[src/rtl/video_pkg.sv]
// Shared definitions for the text-mode video compositor: RGB565 layout,
// cursor mode encodings and default colours.
package video_pkg;
  localparam int R_W = 5;
  localparam int G_W = 6;
  localparam int B_W = 5;
  localparam int RGB_W = R_W + G_W + B_W;

  typedef enum logic [1:0] {
    CUR_OFF    = 2'b00,
    CUR_STEADY = 2'b01,
    CUR_BLINK  = 2'b10,
    CUR_ALT    = 2'b11
  } cur_mode_e;

  localparam logic [RGB_W-1:0] DEF_FG = 16'h0300;
  localparam logic [RGB_W-1:0] DEF_BG = 16'h0000;
endpackage

[src/rtl/delayline.sv]
// Single-bit shift register delay of DEPTH clocks with async active-high reset.
module delayline #(
  parameter int DEPTH = 2
) (
  input  logic i_clk,
  input  logic i_rst,
  input  logic i_d,
  output logic o_q
);
  generate
    if (DEPTH == 0) begin : g_pass
      assign o_q = i_d;
    end else begin : g_sr
      logic [DEPTH-1:0] sr;
      always_ff @(posedge i_clk or posedge i_rst) begin
        if (i_rst) sr <= '0;
        else       sr <= (sr << 1) | DEPTH'(i_d);
      end
      assign o_q = sr[DEPTH-1];
    end
  endgenerate
endmodule

[src/rtl/video_compositor.sv]
// Merges the glyph pixel stream with a block cursor and bell-driven reverse
// video, producing registered RGB565 LCD colour.
module video_compositor
  import video_pkg::*;
#(
  parameter int               COLS         = 64,
  parameter int               ROWS         = 32,
  parameter int               CHAR_H       = 16,
  parameter int               DLY          = 2,
  parameter int               BLINK_FRAMES = 30,
  parameter int               BEL_FRAMES   = 8,
  parameter logic [RGB_W-1:0] FG_RGB       = DEF_FG,
  parameter logic [RGB_W-1:0] BG_RGB       = DEF_BG
) (
  input  logic                      i_clk,
  input  logic                      i_rst,
  input  logic                      i_vsync,
  input  logic                      i_pxon,
  input  logic [$clog2(COLS)-1:0]   i_cell_x,
  input  logic [$clog2(ROWS)-1:0]   i_cell_y,
  input  logic [$clog2(CHAR_H)-1:0] i_char_y,
  input  logic [$clog2(COLS)-1:0]   i_cur_x,
  input  logic [$clog2(ROWS)-1:0]   i_cur_y,
  input  logic [1:0]                i_cur_mode,
  input  logic [$clog2(CHAR_H)-1:0] i_cur_h,
  input  logic                      i_bel,
  output logic [R_W-1:0]            o_LCD_R,
  output logic [G_W-1:0]            o_LCD_G,
  output logic [B_W-1:0]            o_LCD_B,
  output logic                      o_cur_vis,
  output logic                      o_rev
);
  localparam int XW   = $clog2(COLS);
  localparam int YW   = $clog2(ROWS);
  localparam int CYW  = $clog2(CHAR_H);
  localparam int BLW  = $clog2(BLINK_FRAMES + 1);
  localparam int BEW  = $clog2(BEL_FRAMES + 1);

  logic            vs_q;
  logic            frame_ev;
  logic            frame_valid;
  logic [XW-1:0]   cur_x;
  logic [YW-1:0]   cur_y;
  cur_mode_e       cur_mode;
  logic [CYW-1:0]  cur_h;
  logic [BLW-1:0]  blink_cnt;
  logic [BEW-1:0]  bel_cnt;
  logic            bel_pend;
  logic            pos_chg;
  logic            hit;
  logic            hit_d;
  logic            pxon;

  assign frame_ev = vs_q & ~i_vsync;
  assign pos_chg  = (i_cur_x != cur_x) || (i_cur_y != cur_y);

  // NOTE: every register below uses non-blocking assignment so all state
  // updates see the same pre-edge values regardless of statement order.
  always_ff @(posedge i_clk or posedge i_rst) begin
    if (i_rst) begin
      vs_q        <= 1'b1;
      frame_valid <= 1'b0;
      cur_x       <= '0;
      cur_y       <= '0;
      cur_mode    <= CUR_OFF;
      cur_h       <= '0;
      blink_cnt   <= '0;
      o_cur_vis   <= 1'b1;
      bel_cnt     <= '0;
      bel_pend    <= 1'b0;
    end else begin
      vs_q <= i_vsync;
      if (frame_ev) begin
        frame_valid <= 1'b1;
        cur_x       <= i_cur_x;
        cur_y       <= i_cur_y;
        cur_mode    <= cur_mode_e'(i_cur_mode);
        cur_h       <= i_cur_h;
        // A moved cursor restarts the blink phase visible, overriding the wrap.
        if (pos_chg) begin
          blink_cnt <= '0;
          o_cur_vis <= 1'b1;
        end else if (blink_cnt == BLW'(BLINK_FRAMES - 1)) begin
          blink_cnt <= '0;
          o_cur_vis <= ~o_cur_vis;
        end else begin
          blink_cnt <= blink_cnt + 1'b1;
        end
        if (bel_pend || i_bel) begin
          bel_cnt  <= BEW'(BEL_FRAMES);
          bel_pend <= 1'b0;
        end else if (bel_cnt != '0) begin
          bel_cnt <= bel_cnt - 1'b1;
        end
      end else if (i_bel) begin
        bel_pend <= 1'b1;
      end
    end
  end

  assign o_rev = (bel_cnt != '0);

  // NOTE: hit is a pure combinational function given a default first, so no
  // path can leave it unassigned and infer a latch.
  always_comb begin
    hit = 1'b0;
    if (cur_mode != CUR_OFF && i_cell_x == cur_x && i_cell_y == cur_y &&
        ({1'b0, i_char_y} + {1'b0, cur_h}) >= (CYW + 1)'(CHAR_H - 1) &&
        (cur_mode != CUR_BLINK || o_cur_vis))
      hit = 1'b1;
  end

  delayline #(.DEPTH(DLY)) u_hit_dly (
    .i_clk (i_clk),
    .i_rst (i_rst),
    .i_d   (hit),
    .o_q   (hit_d)
  );

  assign pxon = i_pxon ^ hit_d ^ o_rev;

  // Colour stays background until the first frame has latched cursor state.
  always_ff @(posedge i_clk or posedge i_rst) begin
    if (i_rst) begin
      {o_LCD_R, o_LCD_G, o_LCD_B} <= '0;
    end else if (!frame_valid) begin
      {o_LCD_R, o_LCD_G, o_LCD_B} <= BG_RGB;
    end else begin
      {o_LCD_R, o_LCD_G, o_LCD_B} <= pxon ? FG_RGB : BG_RGB;
    end
  end
endmodule

[config.mk]
export PLATFORM = sky130hd
export DESIGN_NAME = video_compositor
export DESIGN_NICKNAME = d
export VERILOG_FILES = /design/src/rtl/video_pkg.sv /design/src/rtl/delayline.sv /design/src/rtl/video_compositor.sv
export SDC_FILE = /design/constraint.sdc
export NUM_CORES = 1
export LEC_CHECK = 0
export CORE_ASPECT_RATIO = 0.8
export CORE_MARGIN = 3
export CORE_UTILIZATION = 48
export DETAILED_ROUTE_END_ITERATION = 16
export HOLD_SLACK_MARGIN = 0.08
export PLACE_DENSITY_LB_ADDON = 0.2
export SYNTH_ARGS = -nofsm -noshare
export SYNTH_HDL_FRONTEND = slang
export SYNTH_SLANG_ARGS = --single-unit
[constraint.sdc]
create_clock -name i_clk -period 2.16 [get_ports i_clk]
set_input_delay 0.648 -clock i_clk [delete_from_list [all_inputs] [get_ports i_clk]]
set_output_delay 0.648 -clock i_clk [all_outputs]
set_load 0.02 [all_outputs]
==> results of run 1 <==
==> cell type report <==
| cell class | instances | area (um2) |
|---|---|---|
| Clock buffer | 6 | 72.6 |
| Fill cell | 333 | 1330 |
| Inverter | 5 | 18.8 |
| Tap cell | 55 | 68.8 |
| Sequential cell | 33 | 828 |
| Clock inverter | 2 | 10.0 |
| Timing Repair Buffer | 56 | 515 |
| Multi-Input combinational cell | 163 | 1030 |
==> cells in the final DEF (no fill, tap or decap), drive strengths merged, types with 6 or more instances in the layout <==
master         instances
dfrtp                 31
ha                     8
nand3                  6
xor2                  22
buf                   17
conb                  14
o21ai                  6
clkbuf                 6
clkdlybuf4s50         39
nand2                 58
==> cells by family (layout without fill, tap and decap cells) <==
group	Yosys count	after routing	synth area share
simple gates	91	91	0.234
flops	33	33	0.422
buf+inv	26	69	0.0783
compound gates	25	25	0.0955
xor+xnor	24	24	0.107
fa+ha+maj	9	9	0.0611
other cells	1	14	0.00191
==> sequential cells by signal, indices dropped and copies added, names as in the netlist <==
register           cells
frame_valid            1
cur_h                  4
bel_cnt                4
u_hit_dly.g_sr.sr      2
cur_mode               2
cur_y                  5
cur_x                  6
o_cur_vis              1
blink_cnt              5
o_LCD_G                1
vs_q                   1
bel_pend               1
==> per-layer routing <==
| layer | global-route usage | wire [um] | vias up |
|---|---|---|---|
| li1 | - | - | 778 |
| met1 | 0.228 | 1840 | 695 |
| met2 | 0.267 | 1750 | 40 |
| met3 | 0.0429 | 195 | 7 |
| met4 | 0.0667 | 62 | 0 |
| met5 | 0 | 0 | - |
==> worst paths after layout <==
kind,endpoint,slack [ps],cells past startpoint
setup / recovery,o_cur_vis,40,1
setup reg to reg,blink_cnt[4],500,6
min in group asynchronous,bel_cnt[1],750,3
max in group asynchronous,o_cur_vis,1070,3
hold reg to reg,u_hit_dly.g_sr.sr[1],360,0
hold / removal,u_hit_dly.g_sr.sr[1],360,0
==> power groups by stage <==
stage / Clock (mW) / Sequential (mW) / Combinational, mW
floorplan: 0 / 0.749 / 0.303
global placement: 0 / 0.746 / 0.476
detailed placement: 0 / 0.747 / 0.481
CTS: 0.460 / 0.737 / 0.482
global route: 0.485 / 0.748 / 0.530
finish: 0.448 / 0.736 / 0.472
==> stage by stage <==
stage	setup WS [ps]	cells
floorplan	384	222
global placement	-94.9	312
detailed placement	-122	312
CTS	4.52	320
global route	25.7	320
finish	43.7	320
==> repair_timing <==
action,in CTS,in global routing
endpoints found under the setup margin,1,1
pin swaps,0,0
gates cloned,0,0
gates resized for setup,3,1
==> metrics.md, run 1 <==
| Metric | Value |
|---|---|
| Flops & latches, synth | 33 |
| Post-synth top area share | 0.395 |
| # rows | 20 |
| Reg power frac | 0.445 |
| Final setup violation count | 0 |
| Most frequent cells after synthesis | nand2_1 (58), dfrtp_1 (31), xor2_1 (22) |
| Pleak | 1.24 nW |
| Status | completed |
| Ranking of synthesized cells by area | dfrtp_1 (39%), nand2_1 (11%), xor2_1 (9.8%) |
| Comb power frac | 0.285 |
| CTS tree | yes |
| RSZ-0062 raised after global routing | false |
| Area Growth Syn to Fin | 29.6% |
| Aggregate global routing overflow | 0 |
| Final Hold Vio Count | 0 |
| Vias | 1520 |
| Vias in the first global route | 1473 |
| Clock Pin Slew Worst Setup and Hold Paths | 70 ps |
| Top cell type by total area after synthesis | dfrtp_1 |
| Syn_area_per_cell | 9.40 um2 |
| Slowest cell delay on critical path | 610 ps |
| CP cell instances | clkdlybuf4s50_1 |
| Tcrit/Tclk final | 0.980 |
| Core ar. | 3880 um2 |
| # DRC | 0 |
| EDFF count, synth | 0 |
| Post-layout util | 0.656 |
| Finished Cell Area | 2540 um2 |
| I/O pins | 55 |
| CP delay by family, top | buffers and inverters |
| Deepest clock path buffer count | 2 |
| DRT antenna net count | 0 |
| Reg-to-reg startpoint | blink_cnt[1] |
| CP max stage cell | clkdlybuf4s50_1 |
| Layout cells sized above 1 | 0.121 |
| Detailed placement HPWL | 2940 um |
| Final setup TNS | 0 ps |
| Input/output buffers | 40 |
| Worst-Skew Late Latency | 290 ps |
| NetSw | 0.518 mW |
| GPL Wtd Cong | 0.798 |
| Initial DRC count | 77 |
| Total Nets Final | 310 |
| Die width | 77.5 um |
| # clock sinks | 33 |
| Max Fclk | 0.473 GHz |
| Post-DP Area | 2470 um2 |
| Setup crit start | o_cur_vis |
| Starting Density | 0.506 |
| Buf/Inv on CP | 1 |
| Leading cell type by number of instances after synthesis | nand2_1 |
| Slew Viols, Final | 0 |
| Max rail drop VDD | 445 uV |
| Synth Flop Type | dfrtp_1 |
| Post-Syn Area | 1960 um2 |
| Internal | 1.14 mW |
| Cell area power density | 651 nW/um2 |
| Antenna violations before repair | 0 |
| First-pass iteration count of the detailed router | 4 |
| Ant. Diodes | 0 |
| H-tree levels | 2 |
| First-pass GRT wire length | 6540 um |
| Die span in y | 63.2 um |
| Synth cell types | 39 |
| Hold Crit Class | flop to flop |
| Critical Path Start Type | flop |
| Yosys warnings | 0 |
| Post-synth ARST share | 1.00 |
| Hold Path Origin | u_hit_dly.g_sr.sr[0] |
| Setup Crit Path Kind | flop to output pin |
| Root buf cell | clkbuf_8 |
| Cells after synthesis | 209 |
| Routed wire per std cell | 12.0 um |
| Post-CTS setup buffers | 0 |
| Largest net degree at the start of global routing | 34 |
| Critical path arrival | 1470 ps |
| Routed WL | 3840 um |
| Seq/Total Area, Yosys | 0.422 |
| DR vias/cell | 4.75 |
| Switching fraction of total power | 0.313 |
| WP data required | 1510 ps |
| Hold WS | 361 ps |
| Critical path fanouts, max | 5 |
| TritonCTS buffer count | 5 |
| Clock power share | 0.271 |
| Minimum clock period | 2120 ps |
| Maxcap violations | 0 |
| Hold_buf cts | 0 |
| All-Layer GR Usage | 0.171 |
| Final Skew | 7.60 ps |
| Die ar. | 4900 um2 |
| Power, Total | 1.66 mW |
| CP Capture Type | output pin |
(Power assumes the default switching activity.)
==> inputs of run 2 (changes only) <==
- ABC_AREA: unset -> 1
==> metrics.md, run 2 <==
| Metric | Value |
|---|---|
| Minimum clock period | 2110 ps (-5.05 ps) |
| Hold Crit Class | flop to flop |
| Post-DP Area | 2380 um2 (-3.5%) |
| Buf/Inv on CP | 1 (unchanged) |
| Total Nets Final | 334 (+7.7%) |
| Ranking of synthesized cells by area | dfrtp_1 (40%), nand2_1 (14%), buf_4 (6.2%) |
| Vias in the first global route | 1525 (+3.5%) |
| Flops & latches, synth | 33 (unchanged) |
| Status | completed |
| Slowest cell delay on critical path | 610 ps (about the same) |
| Pre-CTS WS | -88.9 ps (+32.9 ps) |
| Post-CTS setup buffers | 0 (unchanged) |
| CP delay by family, top | buffers and inverters |
| First-pass iteration count of the detailed router | 4 (unchanged) |
| Placed Cells | 336 (+7.7%) |
| WP data required | 1510 ps (about the same) |
| RSZ-0062 raised after global routing | false |
| Critical Path Start Type | flop |
| Largest Register | cur_x |
| Most frequent cells after synthesis | nand2_1 (74), dfrtp_1 (31), inv_1 (24) |
| Leading cell type by number of instances after synthesis | nand2_1 |
| CP Capture Type | output pin |
| DR vias/cell | 4.56 (-3.9%) |
| Largest net degree at the start of global routing | 34 (unchanged) |
| Aggregate global routing overflow | 0 (unchanged) |
| Syn_area_per_cell | 8.09 um2 (-14%) |
| Post-layout util | 0.647 (-0.00873) |
| Commonest cells after routing, fill and taps aside | nand2_1 (74), clkdlybuf4s50_1 (39), dfrtp_1 (31), inv_1 (24), nand3_1 (15) |
| Die ar. | 4870 um2 (-0.64%) |
| Hold Path Origin | u_hit_dly.g_sr.sr[0] |
| Setup slack, reg-to-reg | 620 ps (+120 ps) |
| Internal | 1.30 mW (+14%) |
| Switching fraction of total power | 0.291 (-0.0215) |
| Vias | 1570 (+3.3%) |
| Yosys warnings | 0 (unchanged) |
| Biggest regs | cur_x (6), blink_cnt (5), cur_y (5) |
| Max Fclk | 0.474 GHz (+0.24%) |
| Clock power share | 0.330 (+0.059) |
| Core ar. | 3850 um2 (-0.65%) |
| H-tree levels | 2 (unchanged) |
| First-pass GRT wire length | 6520 um (-0.32%) |
| Routed wire per std cell | 10.9 um (-9.6%) |
| Storage element area | 828 um2 (unchanged) |
| Cells after synthesis | 241 (+15%) |
| Layout cells sized above 1 | 0.100 (-0.0204) |
| Clock Pin Slew Worst Setup and Hold Paths | 70 ps (about the same) |
| Synth Flop Type | dfrtp_1 |
| Post-synth ARST share | 1.00 (unchanged) |
| Critical R2R Capture | u_hit_dly.g_sr.sr[0] |
| EDFF count, synth | 0 (unchanged) |
| Comb power frac | 0.263 (-0.022) |
| GPL Wtd Cong | 0.854 (+7.0%) |
| Hold Path Cell Cnt | 0 (unchanged) |
| Input/output buffers | 40 (unchanged) |
| I/O pins | 55 (unchanged) |
| Initial DRC count | 37 (-52%) |
| Hold_buf cts | 0 (unchanged) |
| # fillers | 352 (+5.7%) |
| Final Hold Vio Count | 0 (unchanged) |
| Max reg flops | 6 (unchanged) |
| Final std cells w/o fill | 344 (+7.5%) |
| Die width | 77.3 um (-0.33%) |
| All-Layer GR Usage | 0.170 (-0.00117) |
| # DRC | 0 (unchanged) |
| Critical path arrival | 1460 ps (about the same) |
| Setup ws final | 48.8 ps (+5.05 ps) |
| # rows | 20 (unchanged) |
| Detailed placement HPWL | 2850 um (-3.0%) |
| Worst Hold Path EP | u_hit_dly.g_sr.sr[1] |
| Pleak | 1.22 nW (-1.7%) |
| Deepest clock path buffer count | 2 (unchanged) |
| Tcrit/Tclk final | 0.977 (-0.00234) |
| CP max stage cell | clkdlybuf4s50_1 |
| Synth cell types | 29 (-26%) |
| Finished Cell Area | 2490 um2 (-2.0%) |
| Setup crit start | o_cur_vis |
| Ant. Diodes | 0 (unchanged) |
| Setup Crit Path Kind | flop to output pin |
| Die span in y | 63.0 um (-0.32%) |
| # clock sinks | 33 (unchanged) |
| Final setup TNS | 0 ps (unchanged) |
| Top cell type by total area after synthesis | dfrtp_1 |
| Reg-to-reg startpoint | cur_h[0] |
| Worst-Skew Late Latency | 290 ps (about the same) |
| Routed WL | 3740 um (-2.8%) |
| TritonCTS buffer count | 5 (unchanged) |
| Final setup violation count | 0 (unchanged) |
| Cell area power density | 735 nW/um2 (+13%) |
| NetSw | 0.535 mW (+3.2%) |
| Post-CTS Resized | 1 (-2) |
| Most common cell after layout, fill and taps aside | nand2_1 |
| Final Skew | 5.83 ps (-1.77 ps) |
| Reg power frac | 0.406 (-0.039) |
| Root buf cell | clkbuf_8 |
| CP cell instances | clkdlybuf4s50_1 |
| Area of the multi-input gates | 940 um2 (-8.9%) |
| Slew Viols, Final | 0 (unchanged) |
| DRT antenna net count | 0 (unchanged) |
| Starting Density | 0.506 (about the same) |
| Area Growth Syn to Fin | 27.9% |
| Antenna violations before repair | 0 (unchanged) |
| Max rail drop VDD | 440 uV (-1.2%) |
| CTS tree | yes |
| FF-to-FF path depth | 9 (+3) |
| Post-Syn Area | 1950 um2 (-0.70%) |
| Critical path fanouts, max | 4 (-1) |
| Post-synth top area share | 0.398 (+0.00279) |
| Maxcap violations | 0 (unchanged) |
| Seq/Total Area, Yosys | 0.425 (+0.00298) |
==> run 2: cell count changes in the layout (fill, tap and decap cells not counted), sizes merged, moves of 5 or more <==
cell   delta
nand2    +17
nor4      -5
inv      +21
xor2     -15
nand3    +10
nor2     +11
buf      -11
o21ai     +7
xnor2     +9
==> run 2: how the worst max path moves through the flow <==
stage	end	slack, ps	cells after the start
3_3_place_gp	u_hit_dly.g_sr.sr[0]	-60	9
4_1_cts	o_cur_vis	40	1
2_1_floorplan	u_hit_dly.g_sr.sr[0]	400	8
3_5_place_dp	u_hit_dly.g_sr.sr[0]	-90	9
5_1_grt	o_cur_vis	20	1
6_report	o_cur_vis	50	1
==> run 2: logic make-up after synthesis <==
logic type / after synthesis / share of synthesized area
DFF: 33 / 0.425
adders and majority gates: 9 / 0.0616
other: 1 / 0.00192
xor gates and xnor gates: 18 / 0.0808
and+or+nand+nor: 115 / 0.257
AOI/OAI and AO/OA: 20 / 0.0558
buffers and inverters: 45 / 0.119
==> run 2: final cells by class <==
type,count,share of cell area
multi-input combinational,176,0.377
clock buffer,7,0.0346
inverter,26,0.0391
timing repair buffer,46,0.178
clock inverter,1,0.0120
sequential,33,0.332
tap,55,0.0276
==> run 2: metrics by stage <==
step | hold WS [ps] | power [mW]
detailed placement | 344 | 1.25
floorplan | 331 | 1.08
global route | 367 | 1.95
global placement | 344 | 1.24
finish | 352 | 1.83
CTS | 356 | 1.85
==> run 2: routing by layer <==
metal	up-vias	global-route usage	wire, um
met5	-	0	0
met4	0	0.0867	91
met3	10	0.0476	204
met2	40	0.260	1660
met1	703	0.219	1780
li1	817	-	-
==> run 2: power by group through the flow <==
stage               logic [mW]  registers, mW  clock network, mW
global placement         0.482          0.755                  0
global route             0.544          0.755              0.646
detailed placement       0.491          0.756                  0
finish                   0.483          0.745              0.606
CTS                      0.488          0.746              0.617
floorplan                0.323          0.757                  0
==> inputs of run 3 (changes only) <==
- SLEW_MARGIN: unset -> 10
==> results of run 3 <==
The final DEF is identical to that of run 2; final timing and power are the same.
